$ cat src/rtl/serial_mag_comparator.sv
// Digit-serial MSB-first magnitude comparator with start/ready/done handshake.
// Optional two's-complement ordering is enabled by defining CMP_SIGNED_EN (adds is_signed).
module serial_mag_comparator #(
    parameter int WIDTH      = 16,
    parameter int DIGIT      = 4,
    parameter int EARLY_EXIT = 1
) (
    input  logic             clk,
    input  logic             reset,
    input  logic             start,
    input  logic [WIDTH-1:0] a,
    input  logic [WIDTH-1:0] b,
`ifdef CMP_SIGNED_EN
    input  logic             is_signed,
`endif
    output logic             ready,
    output logic             done,
    output logic [1:0]       r
);

    localparam int N  = WIDTH / DIGIT;
    localparam int CW = $clog2(N) + 1;
    localparam logic [CW-1:0] LAST = CW'(N - 1);
    localparam logic [CW-1:0] NMAX = CW'(N);

    typedef enum logic [1:0] {S_IDLE, S_RUN, S_DONE} state_t;

    state_t           state;
    logic [WIDTH-1:0] a_sh, b_sh;
    logic [CW-1:0]    cnt;
    logic             nz, decided, sgn;
    logic [1:0]       first_code;

    logic [DIGIT-1:0] raw_a, raw_b, dig_a, dig_b;
    logic             flip, differ, nz_next;
    logic [1:0]       code_now, final_code;

`ifndef CMP_SIGNED_EN
    assign sgn = 1'b0;
`endif

    // Sign flip applies only to the top digit; nonzero tracking uses the raw bits.
    always_comb begin
        raw_a = a_sh[WIDTH-1 -: DIGIT];
        raw_b = b_sh[WIDTH-1 -: DIGIT];
        flip  = sgn && (cnt == '0);
        dig_a = raw_a;
        dig_b = raw_b;
        dig_a[DIGIT-1] = raw_a[DIGIT-1] ^ flip;
        dig_b[DIGIT-1] = raw_b[DIGIT-1] ^ flip;
        differ     = (dig_a != dig_b);
        code_now   = (dig_a > dig_b) ? 2'b01 : 2'b10;
        nz_next    = nz | (|raw_a);
        final_code = decided ? first_code :
                     differ  ? code_now   :
                     nz_next ? 2'b11 : 2'b00;
    end

    always_ff @(posedge clk or posedge reset) begin
        if (reset) begin
            state      <= S_IDLE;
            ready      <= 1'b1;
            done       <= 1'b0;
            r          <= 2'b00;
            a_sh       <= '0;
            b_sh       <= '0;
            cnt        <= '0;
            nz         <= 1'b0;
            decided    <= 1'b0;
            first_code <= 2'b00;
`ifdef CMP_SIGNED_EN
            sgn        <= 1'b0;
`endif
        end else begin
            case (state)
                S_IDLE: begin
                    done <= 1'b0;
                    if (start) begin
                        state   <= S_RUN;
                        ready   <= 1'b0;
                        a_sh    <= a;
                        b_sh    <= b;
                        cnt     <= '0;
                        nz      <= 1'b0;
                        decided <= 1'b0;
`ifdef CMP_SIGNED_EN
                        sgn     <= is_signed;
`endif
                    end
                end
                S_RUN: begin
                    a_sh <= a_sh << DIGIT;
                    b_sh <= b_sh << DIGIT;
                    nz   <= nz_next;
                    if (cnt != NMAX)
                        cnt <= cnt + 1'b1;
                    // Only the first differing digit is remembered; later ones never override.
                    if (differ && !decided) begin
                        decided    <= 1'b1;
                        first_code <= code_now;
                    end
                    if (((EARLY_EXIT != 0) && differ && !decided) || cnt == LAST) begin
                        state <= S_DONE;
                        done  <= 1'b1;
                        r     <= final_code;
                    end
                end
                S_DONE: begin
                    state <= S_IDLE;
                    done  <= 1'b0;
                    ready <= 1'b1;
                    cnt   <= '0;
                end
                default: begin
                    state <= S_IDLE;
                    ready <= 1'b1;
                    done  <= 1'b0;
                end
            endcase
        end
    end

endmodule
$ cat config.mk
export PLATFORM = sky130hd
export DESIGN_NAME = serial_mag_comparator
export DESIGN_NICKNAME = d
export VERILOG_FILES = /design/src/rtl/serial_mag_comparator.sv
export SDC_FILE = /design/constraint.sdc
export NUM_CORES = 1
export LEC_CHECK = 0
export ABC_AREA = 1
export CAP_MARGIN = 20
export CORE_MARGIN = 2
export CORE_UTILIZATION = 40
export CTS_BUF_LIST = sky130_fd_sc_hd__clkbuf_16
export CTS_CLUSTER_SIZE = 30
export DETAILED_ROUTE_END_ITERATION = 6
export SLEW_MARGIN = 0
export SYNTH_ARGS = -nofsm -noshare
export SYNTH_HDL_FRONTEND = slang
export SYNTH_SLANG_ARGS = --single-unit
$ cat constraint.sdc
create_clock -name clk -period 1.82 [get_ports clk]
set_input_delay 0.364 -clock clk [delete_from_list [all_inputs] [get_ports clk]]
set_output_delay 0.364 -clock clk [all_outputs]
set_load 0.01 [all_outputs]
### Yosys cells after proc, flatten, opt, wreduce, memory -nomap -nowiden

Index checks and enable logic that the tools add are counted.

| word-level totals | value |
|---|---|
| register bits | 45 |
| bits of input ports | 35 |
| output and inout port bits | 4 |
| logic and storage cells | 58 |

| cells by class | value |
|---|---|
| add/subtract/negate cells | 1 |
| magnitude comparators | 1 |
| equal/unequal tests | 9 |
| mux-type cells | 21 |
| bitwise gates (word level) | 2 |
| reduce and logical (&&, ||, !) cells | 14 |

Operators by type and width:

| operator | number |
|---|---|
| 16-bit one-hot mux with 2 select lines | 2 |
| 16-bit two-way mux | 2 |
| 2-bit two-way mux | 6 |
| 2-bit AND reduction | 5 |
| 3-bit one-hot mux with 3 select lines | 1 |
| 2-bit != test, second input constant | 4 |
| 3-bit two-way mux | 2 |
| 1-bit one-hot mux with 2 select lines | 3 |
| 3-bit AND reduction | 2 |
| 4-bit greater-than comparator | 1 |
| 1-bit two-way mux | 4 |
| 4-bit != test | 1 |
| 2-bit one-hot mux with 2 select lines | 1 |
| 4-bit OR reduction | 1 |
| 3-bit by 1-bit adder with 3-bit output, second input constant | 1 |
| 3-bit by 2-bit == test with 1-bit output, second input constant | 1 |
| 3-bit != test, second input constant | 1 |
| 3-bit nonzero test | 1 |
| 2-bit by 1-bit == test with 1-bit output, second input constant | 1 |
| 2-bit == test, second input constant | 1 |
| 2-bit logical NOT | 1 |
| 2-bit nonzero test | 1 |
| 1-bit logical AND | 1 |
| 1-bit logical NOT | 1 |
| other kinds (3) | 3 |

### Logic depth before layout (Yosys ltp)

Gate-level depths: netlist of the first run.

| depth | value |
|---|---|
| word-level depth | 5 |
| gate-level depth with buffers | 11 |
| depth with buffers taken out | 11 |

### Worst setup path after synthesis of the first run

Ideal clock, no wire load.

| timing | value |
|---|---|
| path kind | reg2reg |
| from | reg a_sh[15] |
| to | reg r[0] |
| library setup time | 0.116 ns |
| arrival time | 1.203 ns |
| required time | 1.704 ns |
| setup slack | 0.500 ns |
| stages on the path, launching flop included | 9 |
| buffers on the path | 0 |
| clock period less this slack | 1.320 ns |
| cells stage by stage | dfrtp_1 ha_1 nand2_1 o21ai_0 nand2_1 nand2_1 nor2_1 nand2_1 nand2_1 |

| on the way | value |
|---|---|
| cells in the longest elaborated chain, start to end | 5 |
| elaborated cells on any way between the ends | 11 |
| those cells by class | order compare: 1; eq/ne: 1; mux: 4; bitwise: 1; reduce/logical: 4 |

RTL lines:

| element | line | text |
|---|---|---|
| start, declared | 29 | `logic [WIDTH-1:0] a_sh, b_sh;` |
| start signal, assigned | 92 | `a_sh <= a_sh << DIGIT;` |
| parallel branches: the longest is 5 deep, another holds 4-bit greater-than comparator | - |  |
| end signal, assigned | 105 | `r <= final_code;` |
| end, declared | 18 | `output logic [1:0] r` |

Several ways; the timed one is not identified.
A chain may end at the register's enable or synchronous reset.

### Final worst setup path of the first run

| timing | value |
|---|---|
| from | reg ready |
| to | out ready |

RTL lines:

| element | line | text |
|---|---|---|
| start, declared | 16 | `output logic ready,` |
| start signal, assigned | 62 | `ready <= 1'b1;` |
| start signal, assigned | 80 | `ready <= 1'b0;` |
| start signal, assigned | 111 | `ready <= 1'b1;` |

No word-level cell between the ends.

==> impl_summary.txt, run 1 <==
----------------------------------------------------
[Critical path]
  Delay of the slowest critical-path stage ... roughly 530 ps
  Required time at the worst-slack endpoint ... around 1500 ps
  Sort of element at the end of the critical path ... primary output
  Depth of the critical timing path with buffers and inverters included ... 1
  Critical path start-end classification ... reg -> out
  CP startpoint kind ... flip-flop
  Worst path top cell family by delay ... flip-flops
  Arrival time reported for the critical path endpoint ... roughly 1300 ps
  Path depth of the worst reg2reg path ... 8
  CP Max Fanout ... 2
  Worst Path Buf+Inv ... 1
  Critical Path Slowest Stage Cell ... sky130_fd_sc_hd__dfstp_2
  Cells along the critical path ... clkdlybuf4s50_1

[Yosys]
  Post-Synth Simple-Gate Area ... approximately 16%
  Number of warning messages in the yosys log ... 0
  Xor/xnor share of the synthesized area ... 0%
  Number of cells produced by synthesis ... about 260
  Dominant combinational cell family by area after synthesis ... compound AO/OA/AOI/OAI gates
  Mean Syn Cell Area ... between 8 and 9 sq um
  Fraction of synthesized area in multiplexers ... 0%
  Netlist Area Pre-Place ... 2280 sq um
  Total nets after synthesis ... 300
  Share of synthesized area occupied by flip-flops and latches ... slightly below 50%
  Distinct cell type count of the synthesized netlist ... 24
  Fraction of the mapped netlist area in adder cells ... about 3.8%
  Area fraction in compound gates after synthesis ... 17.8%
  Register bit total from synthesis ... 45

[Floorplanning]
  Count of boundary I/O pins ... 39
  Placement Rows ... 27
  Die Ht ... 79.5 um
  CORE AREA ... about 5500 sq um
  Initial cell density of the core ... 41.4%
  DIE AREA ... ~6300 sq um
  Die outline width ... 79.5 um

[Power and ir drop]
  P_leak ... between 0.001 and 0.0015 uW
  Maximum resistive drop on vdd ... approximately 0.00095 V
  Power Dens Cells ... about 1800 nW/um^2

[GRT]
  Maximum number of pins on one net before global-route repair ... 56
  Overflow after GRT ... 0
  Number of global-route vias before repair ... 1744
  Wire length of the first global-routing pass ... slightly below 8000 um
  All-layer global routing usage ... between 10% and 20%
  Initial antenna violation count ... 0

[Timing]
  Maximum clock rate ... 0.589 GHz
  Final TNS setup ... 0 ps
  Number of pins exceeding their max-slew limit in the final report ... 0
  Fin. Hold Viols ... 0
  Min Tclk post-route ... approximately 1700 ps
  Layout Skew ... approximately 4.4 ps
  Final setup violation count ... 0
  Slew of the pin with the lowest slew margin ... around 460 ps
  Max-slew headroom at the worst pin ... 68.9%
  RSZ-0062 raised after global routing ... no
  Worst Hold Slack ... roughly 340 ps
  Final Cycle Share ... slightly above 90%

[CTS]
  Source-to-sink clock delay at the later pin of the worst-skew pair ... 280 ps
  Setup Fix Bufs, Post-CTS ... 0
  CTS root buffer ... sky130_fd_sc_hd__clkbuf_16
  Clock tree from TritonCTS ... built
  Post-CTS Hold Fix Bufs ... 0
  TritonCTS Buffers ... 5
  Reg clk slew, reported paths ... around 60 ps
  Clock Sink Count ... 45
  Number of H-tree branching levels ... 2
  Maximum count of clock buffers along a single path ... 2
  Post-CTS sizing ... 0

[Drt]
  Antenna-violating nets left ... 0
  Vias per cell ... 4.74
  Iteration-0 DRC count of the detailed router ... 58
  Average wire per cell in the routed design ... approximately 12 um
  Number of remaining DRC errors ... 0
  Pre-Repair DR Iteration Count ... 4
  Final wirelength ... between 4000 and 5000 um
  Vias after detailed routing ... around 1.7k

[Run]
  Reported max-cap violation count ... 0

[Place]
  Routability-driven placement congestion ratio ... ~0.8
  Post-Place Cell Area ... approximately 2700 sq um
  Dpl hpwl ... 2930 um
  Count of input and output buffers ... 38

[Finish]
  Most common cell after layout, fill and taps aside ... sky130_fd_sc_hd__nand2_1
  P&R area growth vs syn ... 22.1%
  ANT cells ... 0
  Highest-count cells in the layout ignoring fill and taps ... sky130_fd_sc_hd__nand2_1, sky130_fd_sc_hd__dfrtp_1, sky130_fd_sc_hd__inv_1
  Post-Layout Inst Area ... 2790 sq um
  Share of final-layout standard cells stronger than drive strength 1 ... 5.78%
  Post-layout net count ... between 300 and 400

[Worst hold path]
  Worst min-delay path class ... in -> async

[Run status]
  Run status ... complete, no violations

----------------------------------------------------
## state kept, by name (all words and copies together) (netlist names)
register / count
cnt: 3
a_sh: 16
decided: 1
first_code: 2
r: 2
state: 2
done: 1
b_sh: 16
nz: 1
ready: 1
## metrics by stage
stage	setup WS [ps]	total power, uW	util [%]	cells
after floorplan	398	3850	-	258
after global placement	174	4070	48.2	359
after detailed placement	117	4130	48.2	359
after CTS	115	5000	50.6	366
after global routing	77.8	5520	50.6	366
final	123	4930	50.6	366
## where the power goes
group	internal (uW)	switching, uW	leakage, uW
logic	865	1530	0.000676
registers	1510	197	0.000555
clock network	491	346	0.0000685
## metal layers
metal	routed length [um]	GRT usage [%]	up-vias
met4	48	4.66	0
li1	-	-	902
met3	171	4.30	5
met1	2170	21.8	797
met5	0	0	-
met2	1930	24.8	32
## cell usage after synthesis
cell type                  number  area (sq um)
sky130_fd_sc_hd__a21oi_1        4          20.0
sky130_fd_sc_hd__a21oi_2        1          8.76
sky130_fd_sc_hd__a21oi_4        1          16.3
sky130_fd_sc_hd__buf_6          8          90.1
sky130_fd_sc_hd__buf_8          1          15.0
sky130_fd_sc_hd__clkbuf_8       1          13.8
sky130_fd_sc_hd__clkinv_1       1          3.75
sky130_fd_sc_hd__dfrtp_1       44          1100
sky130_fd_sc_hd__dfstp_2        1          26.3
sky130_fd_sc_hd__ha_1           7          87.6
sky130_fd_sc_hd__inv_1         43           161
sky130_fd_sc_hd__inv_2          1          3.75
sky130_fd_sc_hd__inv_6          1          8.76
sky130_fd_sc_hd__nand2_1       62           233
sky130_fd_sc_hd__nand2_4        2          22.5
sky130_fd_sc_hd__nand2_8        1          20.0
sky130_fd_sc_hd__nand3_1        8          40.0
sky130_fd_sc_hd__nor2_1        10          37.5
sky130_fd_sc_hd__nor2_2         1          6.26
sky130_fd_sc_hd__o211ai_1      23           173
sky130_fd_sc_hd__o211ai_2       1          12.5
sky130_fd_sc_hd__o21ai_0       13          65.1
sky130_fd_sc_hd__o21ai_1       22           110
sky130_fd_sc_hd__or2_2          1          6.26
## area by class of cell
type                    count  area (sq um)
well taps                  72          90.1
clock inverters             2          7.51
inverters                  46           178
multi-input cells         157           858
flip-flops and latches     45          1130
clock buffers               5           125
fillers                   528          2720
repair buffers             39           400
## path summary, 6_finish.rpt
path / endpoint / start / slack, ps
min in group clk: r[1] / r[1] / 480
min: cnt[0] / reset / 340
max in group asynchronous: decided / reset / 990
max: ready / ready / 120
min reg2reg: r[1] / r[1] / 480
max reg2reg: r[0] / a_sh[15] / 290
## kinds of logic after synthesis
family | after synthesis
buffers and inverters | 56
AO/OA/AOI/OAI | 65
flip-flops | 45
AND/OR/NAND/NOR | 85
adder cells (fa/ha/maj) | 7
Note: power is estimated with default switching activity, not from simulation.
==> run 2: changes to the inputs <==
--- a/config.mk
+++ b/config.mk
@@ -8,10 +8,11 @@
 export ABC_AREA = 1
 export CAP_MARGIN = 20
 export CORE_MARGIN = 2
-export CORE_UTILIZATION = 40
+export CORE_UTILIZATION = 52
 export CTS_BUF_LIST = sky130_fd_sc_hd__clkbuf_16
 export CTS_CLUSTER_SIZE = 30
 export DETAILED_ROUTE_END_ITERATION = 6
+export PLACE_DENSITY = 0.79
 export SLEW_MARGIN = 0
 export SYNTH_ARGS = -nofsm -noshare
 export SYNTH_HDL_FRONTEND = slang
==> run 2 against run 1 <==
  * Sequential share of layout area decreased by 0.073 points
  * Wire length decreased by 5.5%
  * First-iteration DRC count increased by 14%
  * Cell count decreased by 5.2%
  * Largest power group unchanged
  * Register-to-register slack improved by 50 ps
==> impl_summary.txt, run 2 (synthesized netlist as in run 1, its figures left out) <==
----------------------------------------------------
[Critical path]
  Launch point of the critical path ... ready
  Required time at the worst-slack endpoint ... 1460 ps (about the same)
  Cells along the critical path ... clkdlybuf4s50_1
  Worst r2r src ... a_sh[15]
  Worst Path Buf+Inv ... 1 (unchanged)
  Worst path top cell family by delay ... flip-flops
  CP startpoint kind ... flip-flop
  Sort of element at the end of the critical path ... primary output
  CP Max Fanout ... 2 (unchanged)
  Delay of the slowest critical-path stage ... 520 ps (about the same)
  Slack of the worst reg-to-reg path ... 340 ps (+50 ps)
  Arrival time reported for the critical path endpoint ... 1330 ps (about the same)
  Critical Path Slowest Stage Cell ... sky130_fd_sc_hd__dfstp_2
  Critical path start-end classification ... reg -> out

[Floorplanning]
  Placement Rows ... 24 (-11%)
  Die Ht ... 70.3 um (-12%)
  Count of boundary I/O pins ... 39 (unchanged)
  Die outline width ... 70.3 um (-12%)
  Initial cell density of the core ... 53.1% (+12 points)
  CORE AREA ... 4290 sq um (-22%)
  DIE AREA ... 4940 sq um (-22%)

[Timing]
  Final TNS setup ... 0 ps (unchanged)
  Final Cycle Share ... 92.9% (-0.33 points)
  Min Tclk post-route ... 1690 ps (-5.93 ps)
  Layout Skew ... 5.38 ps (+0.949 ps)
  RSZ-0062 raised after global routing ... no
  Maximum clock rate ... 0.591 GHz (+0.35%)
  Number of pins exceeding their max-slew limit in the final report ... 0 (unchanged)
  Slew of the pin with the lowest slew margin ... 445 ps (-17.8 ps)
  Worst Hold Slack ... 333 ps (-6.66 ps)
  Fin. Hold Viols ... 0 (unchanged)
  Max-slew headroom at the worst pin ... 70.1% (+1.2 points)
  Final setup violation count ... 0 (unchanged)

[CTS]
  Maximum count of clock buffers along a single path ... 2 (unchanged)
  Setup Fix Bufs, Post-CTS ... 0 (unchanged)
  Reg clk slew, reported paths ... 60 ps (about the same)
  CTS root buffer ... sky130_fd_sc_hd__clkbuf_16
  Post-CTS sizing ... 0 (unchanged)
  TritonCTS Buffers ... 5 (unchanged)
  Post-CTS Hold Fix Bufs ... 0 (unchanged)
  Number of H-tree branching levels ... 2 (unchanged)
  Source-to-sink clock delay at the later pin of the worst-skew pair ... 280 ps (about the same)
  Clock Sink Count ... 45 (unchanged)
  Clock tree from TritonCTS ... built

[Power and ir drop]
  Seq pwr share ... 33.6% (-0.9 points)
  Maximum resistive drop on vdd ... 0.000797 V (-16%)
  Switching power ... 2070 uW (about the same)
  Power Dens Cells ... 1820 nW/um^2 (+2.9%)
  Combinational fraction of design power ... 46.9% (-1.6 points)
  Switching share of power ... 40.7% (-1.2 points)
  Clock network power share ... 19.6% (+2.6 points)
  P_leak ... 0.00131 uW (+1.1%)
  Internal power ... 3010 uW (+5.2%)

[GRT]
  Overflow after GRT ... 0 (unchanged)
  Maximum number of pins on one net before global-route repair ... 56 (unchanged)
  All-layer global routing usage ... 18.6% (+2.6 points)
  Number of global-route vias before repair ... 1692 (-3.0%)
  Wire length of the first global-routing pass ... 7300 um (-7.0%)
  Initial antenna violation count ... 0 (unchanged)

[Finish]
  Share of final-layout standard cells stronger than drive strength 1 ... 6.10% (+0.32 points)
  Most common cell after layout, fill and taps aside ... sky130_fd_sc_hd__nand2_1
  Biggest registers after layout ... a_sh (16), b_sh (16), cnt (3)
  P&R area growth vs syn ... 22.3%
  Post-layout net count ... 336 (unchanged)
  Highest-count cells in the layout ignoring fill and taps ... sky130_fd_sc_hd__nand2_1, sky130_fd_sc_hd__dfrtp_1, sky130_fd_sc_hd__inv_1
  ANT cells ... 0 (unchanged)

[Drt]
  Number of remaining DRC errors ... 0 (unchanged)
  Pre-Repair DR Iteration Count ... 4 (unchanged)
  Average wire per cell in the routed design ... 11.8 um (-0.34%)
  Iteration-0 DRC count of the detailed router ... 66 (+14%)
  Vias per cell ... 5.03 (+6.1%)
  Antenna-violating nets left ... 0 (unchanged)
  Vias after detailed routing ... 1747 (+0.63%)
  Final wirelength ... 4080 um (-5.5%)

[Worst hold path]
  Worst min-delay path class ... in -> async

[Run]
  Reported max-cap violation count ... 0 (unchanged)

[Place]
  Dpl hpwl ... 2780 um (-5.2%)
  Count of input and output buffers ... 38 (unchanged)
  Routability-driven placement congestion ratio ... 0.755 (-3.4%)

[Run status]
  Run status ... complete, no violations

----------------------------------------------------
run 2: cell count changes in the layout (fill, tap and decap cells not counted), sizes merged:
cell,delta
bufinv,+1
run 2: worst paths after layout:
path / endpoint / cells past startpoint
hold reg to reg: r[0] / 2
setup / recovery: ready / 1
min in group clk: r[0] / 2
max in group asynchronous: b_sh[11] / 3
setup reg to reg: r[0] / 8
hold / removal: cnt[1] / 2
run 2: per-layer routing:
metal,global-route usage [%],wire length (um),vias to the layer above
met4,5.77,41,0
met2,30.3,2030,34
li1,-,-,903
met5,0,0,-
met1,24.2,1830,805
met3,5.05,177,5
run 2: layout make-up:
class,instances,area [sq um]
fill,371,1500
multi-input combinational,157,858
sequential,45,1130
clock buffer,5,125
timing repair buffer,39,400
tap,52,65.1
clock inverter,3,37.5
inverter,46,178
run 2: power by group through the flow:
stage / Clock, uW / Sequential [uW] / Combinational [uW]
2_1_floorplan: 0 / 1690 / 2160
3_3_place_gp: 0 / 1700 / 2300
3_5_place_dp: 0 / 1720 / 2370
4_1_cts: 1010 / 1710 / 2400
5_1_grt: 1040 / 1760 / 2770
6_report: 993 / 1710 / 2380
run 2: through the flow:
stage / worst slack (ps) / instance area, sq um / util, % / cells / total power [uW]
floorplan: 398 / 2280 / - / 258 / 3850
global placement: 183 / 2630 / 61.2 / 339 / 4000
detailed placement: 106 / 2630 / 61.2 / 339 / 4100
CTS: 118 / 2790 / 65.0 / 347 / 5120
global route: 87.1 / 2790 / 65.0 / 347 / 5580
finish: 129 / 2790 / 65.0 / 347 / 5080
